--- config.mk ---
export PLATFORM = sky130hd
export DESIGN_NAME = demux_nbit_1to4_q
export DESIGN_NICKNAME = d
export VERILOG_FILES = /design/src/rtl/demux_nbit_1to4_q.sv
export SDC_FILE = /design/constraint.sdc
export NUM_CORES = 1
export LEC_CHECK = 0
export ABC_CLOCK_PERIOD_IN_PS = 5600
export BUFFER_PORTS_ARGS = -buffer_cell sky130_fd_sc_hd__buf_2
export CAP_MARGIN = 15
export CELL_PAD_IN_SITES_DETAIL_PLACEMENT = 1
export CELL_PAD_IN_SITES_GLOBAL_PLACEMENT = 1
export CORE_MARGIN = 2
export CORE_UTILIZATION = 52
export CTS_BUF_LIST = sky130_fd_sc_hd__clkbuf_2 sky130_fd_sc_hd__clkbuf_4 sky130_fd_sc_hd__clkbuf_8
export CTS_CLUSTER_SIZE = 20
export DETAILED_ROUTE_END_ITERATION = 8
export GPL_TIMING_DRIVEN = 0
export PLACE_DENSITY = 0.93
export SKIP_CTS_REPAIR_TIMING = 1
export SYNTH_ARGS = -nofsm -noshare
export SYNTH_HDL_FRONTEND = slang
export SYNTH_SLANG_ARGS = --single-unit
--- constraint.sdc ---
create_clock -name clk -period 5.6 [get_ports clk]
set_clock_uncertainty 0.15 [all_clocks]
set_input_delay 1.12 -clock clk [delete_from_list [all_inputs] [get_ports clk]]
set_output_delay 1.12 -clock clk [all_outputs]
set_load 0.1 [all_outputs]
--- src/rtl/demux_nbit_1to4_q.sv ---
// Buffered 1-to-4 valid/ready demultiplexer with a 2-entry FIFO per lane.
// Optional accepted-transfer counter on xfer_count when DEMUX_XFER_COUNT_EN is defined.

module demux_nbit_1to4_q_lane #(
    parameter int n = 16
) (
    input  logic         clk,
    input  logic         rst_n,
    input  logic         push,
    input  logic [n-1:0] push_data,
    input  logic         pop_ready,
    output logic         full,
    output logic         valid,
    output logic [n-1:0] head
);
    logic [1:0][n-1:0] mem;
    logic              wr_ptr;
    logic              rd_ptr;
    logic [1:0]        count;
    logic              pop;

    assign pop   = valid & pop_ready;
    assign valid = (count != 2'd0);
    assign full  = (count == 2'd2);
    assign head  = mem[rd_ptr];

    always_ff @(posedge clk or negedge rst_n) begin
        if (!rst_n) begin
            wr_ptr <= 1'b0;
            rd_ptr <= 1'b0;
            count  <= 2'd0;
        end else begin
            if (push) wr_ptr <= ~wr_ptr;
            if (pop)  rd_ptr <= ~rd_ptr;
            case ({push, pop})
                2'b10:   count <= count + 2'd1;
                2'b01:   count <= count - 2'd1;
                default: count <= count;
            endcase
        end
    end

    // Payload storage needs no reset: head is only observed behind valid.
    always_ff @(posedge clk) begin
        if (push) mem[wr_ptr] <= push_data;
    end
endmodule

module demux_nbit_1to4_q #(
    parameter int n = 16
) (
    input  logic         clk,
    input  logic         rst_n,
    input  logic         in_valid,
    input  logic [n-1:0] in_data,
    input  logic [1:0]   in_sel,
    output logic         in_ready,
    output logic [3:0]   out_valid,
    output logic [n-1:0] out_data0,
    output logic [n-1:0] out_data1,
    output logic [n-1:0] out_data2,
    output logic [n-1:0] out_data3,
    input  logic [3:0]   out_ready,
    output logic [15:0]  xfer_count
);
    logic [3:0]        full;
    logic [3:0][n-1:0] head;
    logic              accept;

    // Readiness comes from registered occupancy only, so a full lane that is
    // draining this cycle still refuses the transfer.
    assign in_ready = rst_n & ~full[in_sel];
    assign accept   = in_valid & in_ready;

    for (genvar k = 0; k < 4; k++) begin : g_lane
        demux_nbit_1to4_q_lane #(.n(n)) u_lane (
            .clk       (clk),
            .rst_n     (rst_n),
            .push      (accept && (in_sel == 2'(k))),
            .push_data (in_data),
            .pop_ready (out_ready[k]),
            .full      (full[k]),
            .valid     (out_valid[k]),
            .head      (head[k])
        );
    end

    assign out_data0 = head[0];
    assign out_data1 = head[1];
    assign out_data2 = head[2];
    assign out_data3 = head[3];

`ifdef DEMUX_XFER_COUNT_EN
    always_ff @(posedge clk or negedge rst_n) begin
        if (!rst_n)      xfer_count <= 16'h0000;
        else if (accept) xfer_count <= xfer_count + 16'h0001;
    end
`else
    assign xfer_count = 16'h0000;
`endif
endmodule

Yosys cells after proc, flatten, opt, wreduce, memory -nomap -nowiden
Index checks and enable logic that the tools add are counted.
- flip-flop bits (word level): 144
- bits in latches: 0
- RAM bits: 0
- bits in read-only memories: 0
- output and inout bits: 85
- word-level logic and storage cells: 114
- memories kept: 0
- add/sub/neg operators: 8
- multipliers: 0
- divide/modulo/power cells: 0
- $lt $le $gt $ge: 13
- equal/unequal tests: 15
- shifts and indexed selects: 0
- multiplexer cells: 26
- bitwise logic cells: 15
- reduce and logical (&&, ||, !) cells: 17
- operator list (operator ; count):
    $mux W16 ; 12
    $bwmux W32 ; 4
    $demux W16 S1 ; 4
    $eq A2 B2 Y1 const B ; 10
    $lt A1 B2 Y1 const B ; 8
    $pmux W2 S2 ; 4
    $reduce_bool A2 Y1 ; 8
    $eq A2 B1 Y1 const B ; 5
    $not A1 Y1 ; 9
    $add A2 B1 Y2 const B ; 4
    $logic_and A1 B1 Y1 ; 8
    $sub A2 B1 Y2 const B ; 4
    $and A1 B1 Y1 ; 6
    $ge A1 B1 Y1 const B ; 4
    $lt A2 B3 Y1 const B ; 1
    $bmux W1 S2 ; 1
    $logic_not A2 Y1 ; 1
    $mux W1 ; 1

Logic depth before layout (Yosys ltp)
- word-level depth: 9
- depth in mapped cells: 6
- mapped depth without buffers: 6

Modules after synthesis
From an unflattened synthesis, not the netlist that was laid out.
- cells, all modules: 293
- area, all modules: 5711.7 sq um
- by module, submodules not included (module ; times used ; cells an instance ; area an instance (sq um) ; sequential area each (sq um)):
    demux_nbit_1to4_q_lane (g_lane[0].u_lane ...) ; 2 ; 67 ; 1397.6 ; 1061.0
    demux_nbit_1to4_q_lane (g_lane[1].u_lane ...) ; 2 ; 67 ; 1363.8 ; 1061.0
    demux_nbit_1to4_q ; 1 ; 25 ; 188.9 ; 0.0

Least setup slack after synthesis
No wires, ideal clock.
- kind: input to output
- from: in in_sel[0]
- to: out in_ready
- arrival: 2.188 ns
- required time: 4.330 ns
- slack: 2.142 ns
- stages on the path: 3
- path buffers: 0
- cells stage by stage: and3b_1 o21ai_0 and3_1
- word-level cells in the longest chain between the ends: 4
- RTL lines (item ; line ; source):
    start, declared ; 56 ; input logic [1:0] in_sel,
    $bmux W1 S2 ; 72 ; assign in_ready = rst_n & ~full[in_sel];
    $mux W1 (not written as such) ; 72 ;
    $not A1 Y1 ; 72 ;
    $and A1 B1 Y1 ; 72 ;
    end, declared ; 57 ; output logic in_ready,
Every way passes these cells. The select of a mux whose other input is x is not followed.

Worst setup path in the final report
- from: in rst_n
- to: out in_ready
- word-level cells in the longest chain between the ends: 1
- RTL lines (item ; line ; source):
    start, declared ; 53 ; input logic rst_n,
    $and A1 B1 Y1 ; 72 ;
Every way passes these cells.

==> summary.txt <==
result of the run -> complete, no violations
Async S/R FF share, synth -> 11.1%
family with the most delay on the worst path -> buffers and inverters
worst slew pin tran -> 1.03 ns
Worst Path Arrival -> 2.33 ns
gr usage total -> 23.3%
setup TNS -> 0 ns
TritonCTS Sinks -> 144
RSZ-0062 raised after global routing -> false
drc violations -> 0
# IOs -> 110
final worst-path cycle share -> 64.2%
Max Freq -> 278 MHz
Cell Area, Synth -> 0.00568 mm^2
Post-DRT Antenna Nets -> 0
most common cell in the synthesized netlist -> edfxtp_1
vias -> 2990
WL/cell -> 21.8 um
Synth-to-Final Area Change -> 21.3%
Initial DRC Count -> 223
GP Congestion -> 0.782
FP Rows -> 38
CP Cell Sequence -> buf_2 > o31a_1 > and3_1 > buf_2
register area -> 0.00424 mm^2
crit path launch type -> input port
fill cell count -> 1006
final hold violations -> 0
grt ovf -> 0
Yosys reg bits -> 144
Detailed Route WL -> 12700 um
WS Path Type -> input port to primary output
CP required -> 4.33 ns
Pins Over Slew Limit -> 0
post-DP HPWL -> 8720 um
first-pass GRT wire length -> 19200 um
Max-slew headroom -> 31.2%
final setup fails -> 0
drt first pass iters -> 4
Die H -> 108 um
Max-Cap Viols -> 0
Critical Path Most Common Cell -> buf_2
vias in the first global route -> 3322
crit end category -> primary output
number of diodes -> 0
WP buf/inv -> 2
Hold Path Class -> flip-flop to flip-flop
largest area contributor in the netlist -> edfxtp_1
initial antenna violation count -> 0
core footprint -> 0.0107 mm^2
fin crit period -> 3.60 ns
post-synthesis cell count -> 302
Starting Density -> 52.8%
H-tree depth -> 4
Worst-path clk slew -> 0.07 ns
Die X-Extent -> 108 um
Seq/Total Area, Yosys -> 74.8%
nets@finish -> 462
synth warn -> 0
top-area cell type share of the netlist area -> 67.7%
post-synth cell types -> 31
Clock Path Buffers -> 2
Clock Latency Late Sink -> 0.43 ns
largest cells by area after synthesis -> edfxtp_1 (68%), mux2_2 (13%), dfrtp_1 (7.1%)
Buffers on Ports -> 93
CTS tree -> built
Multi-input gate area -> 0.00128 mm^2
EDFF count, synth -> 128
Clock Tree Root -> clkbuf_8
die area -> 0.0118 mm^2
largest net degree at the start of global routing -> 21
Num CTS Buffers -> 17
Crit-path slowest cell -> buf_2
Via density -> 5.12
Syn Area/Cell -> 18.8 um^2
Crit path largest cell delay -> 0.43 ns
share of post-route cells with drive strength above 1 -> 52.5%
Synth Flop Type -> edfxtp_1
synth cell count leaders -> edfxtp_1 (128), mux2_2 (64), buf_4 (20)
crit-path max FO -> 20
-- state kept, by name (all words and copies together), names as in the netlist --
name and flops:
g_lane.u_lane.count 8, g_lane.u_lane.mem 128, g_lane.u_lane.wr_ptr 4, g_lane.u_lane.rd_ptr 4
-- cell families (layout without fill, tap and decap cells) --
kind of cell	count (synthesis)	after routing	share of synthesized area, %
compound gates	2	2	0.242
xor+xnor	20	20	3.22
fa+ha+maj	4	4	0.882
buf+inv	32	159	4.06
flops	144	144	74.8
mux	64	64	12.7
other cells	1	16	0.0661
simple gates	35	35	4.08
-- metrics by stage --
step	hold slack, ns	utilization [%]	setup WS [ns]	instance area [um^2]	instances
floorplan	0.298	-	2.14	5730	317
global placement	0.316	59.3	1.83	6370	550
detailed placement	0.323	60.1	2.01	6450	554
CTS	0.337	64.1	2.00	6890	584
global route	0.359	64.1	1.91	6890	584
finish	0.328	64.1	2.00	6890	584
-- layer usage --
metal | part of all wire, % | track usage (%) | vias to the layer above
met3 | 7.1 | 7.17 | 14
met2 | 54 | 40.5 | 119
met1 | 38 | 27.2 | 1510
met5 | 0 | 0 | -
li1 | - | - | 1347
met4 | 1.3 | 8.52 | 0
-- placed cells by master, fill, tap and decap left out, types with 4 or more instances in the layout --
cell type / synthesis / routed
buf_2: 4 / 97
buf_4: 20 / 20
buf_6: 4 / 4
buf_8: 0 / 4
bufinv_16: 0 / 5
clkbuf_8: 0 / 17
conb_1: 1 / 16
dfrtp_1: 16 / 16
edfxtp_1: 128 / 128
ha_1: 4 / 4
inv_1: 4 / 4
mux2_2: 64 / 64
nor2_1: 13 / 5
nor2_2: 0 / 8
xnor2_1: 11 / 11
xor2_1: 8 / 8
-- final timing paths --
| path | slack, ns | cells after the start | end | start |
|---|---|---|---|---|
| setup / recovery | 2.00 | 4 | in_ready | rst_n |
| hold / removal | 0.33 | 1 | g_lane[1].u_lane.count[1]$_DFFE_PN0P_ | g_lane[1].u_lane.count[1]$_DFFE_PN0P_ |
| setup reg to reg | 3.51 | 3 | g_lane[2].u_lane.mem[7]$_DFFE_PP_ | g_lane[2].u_lane.count[0]$_DFFE_PN0P_ |
| hold reg to reg | 0.33 | 1 | g_lane[1].u_lane.count[1]$_DFFE_PN0P_ | g_lane[1].u_lane.count[1]$_DFFE_PN0P_ |
| max in group asynchronous | 4.46 | 1 | g_lane[0].u_lane.rd_ptr$_DFFE_PN0P_ | rst_n |
| min in group asynchronous | 0.50 | 1 | g_lane[1].u_lane.count[0]$_DFFE_PN0P_ | rst_n |
-- worst register-to-register path, stage by stage, from the launching register on --
cell      delay [ns]
dfrtp_1         0.45
nand2b_1        0.20
nand3b_4        0.12
nor2_2          0.79
-- final cells by class --
type | count | area share [%]
Clock buffer | 18 | 3.51
Timing Repair Buffer | 97 | 7.63
Buffer | 28 | 3.12
Tap cell | 140 | 2.54
Multi-Input combinational cell | 141 | 18.6
Inverter | 4 | 0.218
Sequential cell | 144 | 61.6
Clock inverter | 12 | 2.80
Power is not shown: default switching activity piles up to over one toggle a cycle in this logic, so the estimate is an artifact.
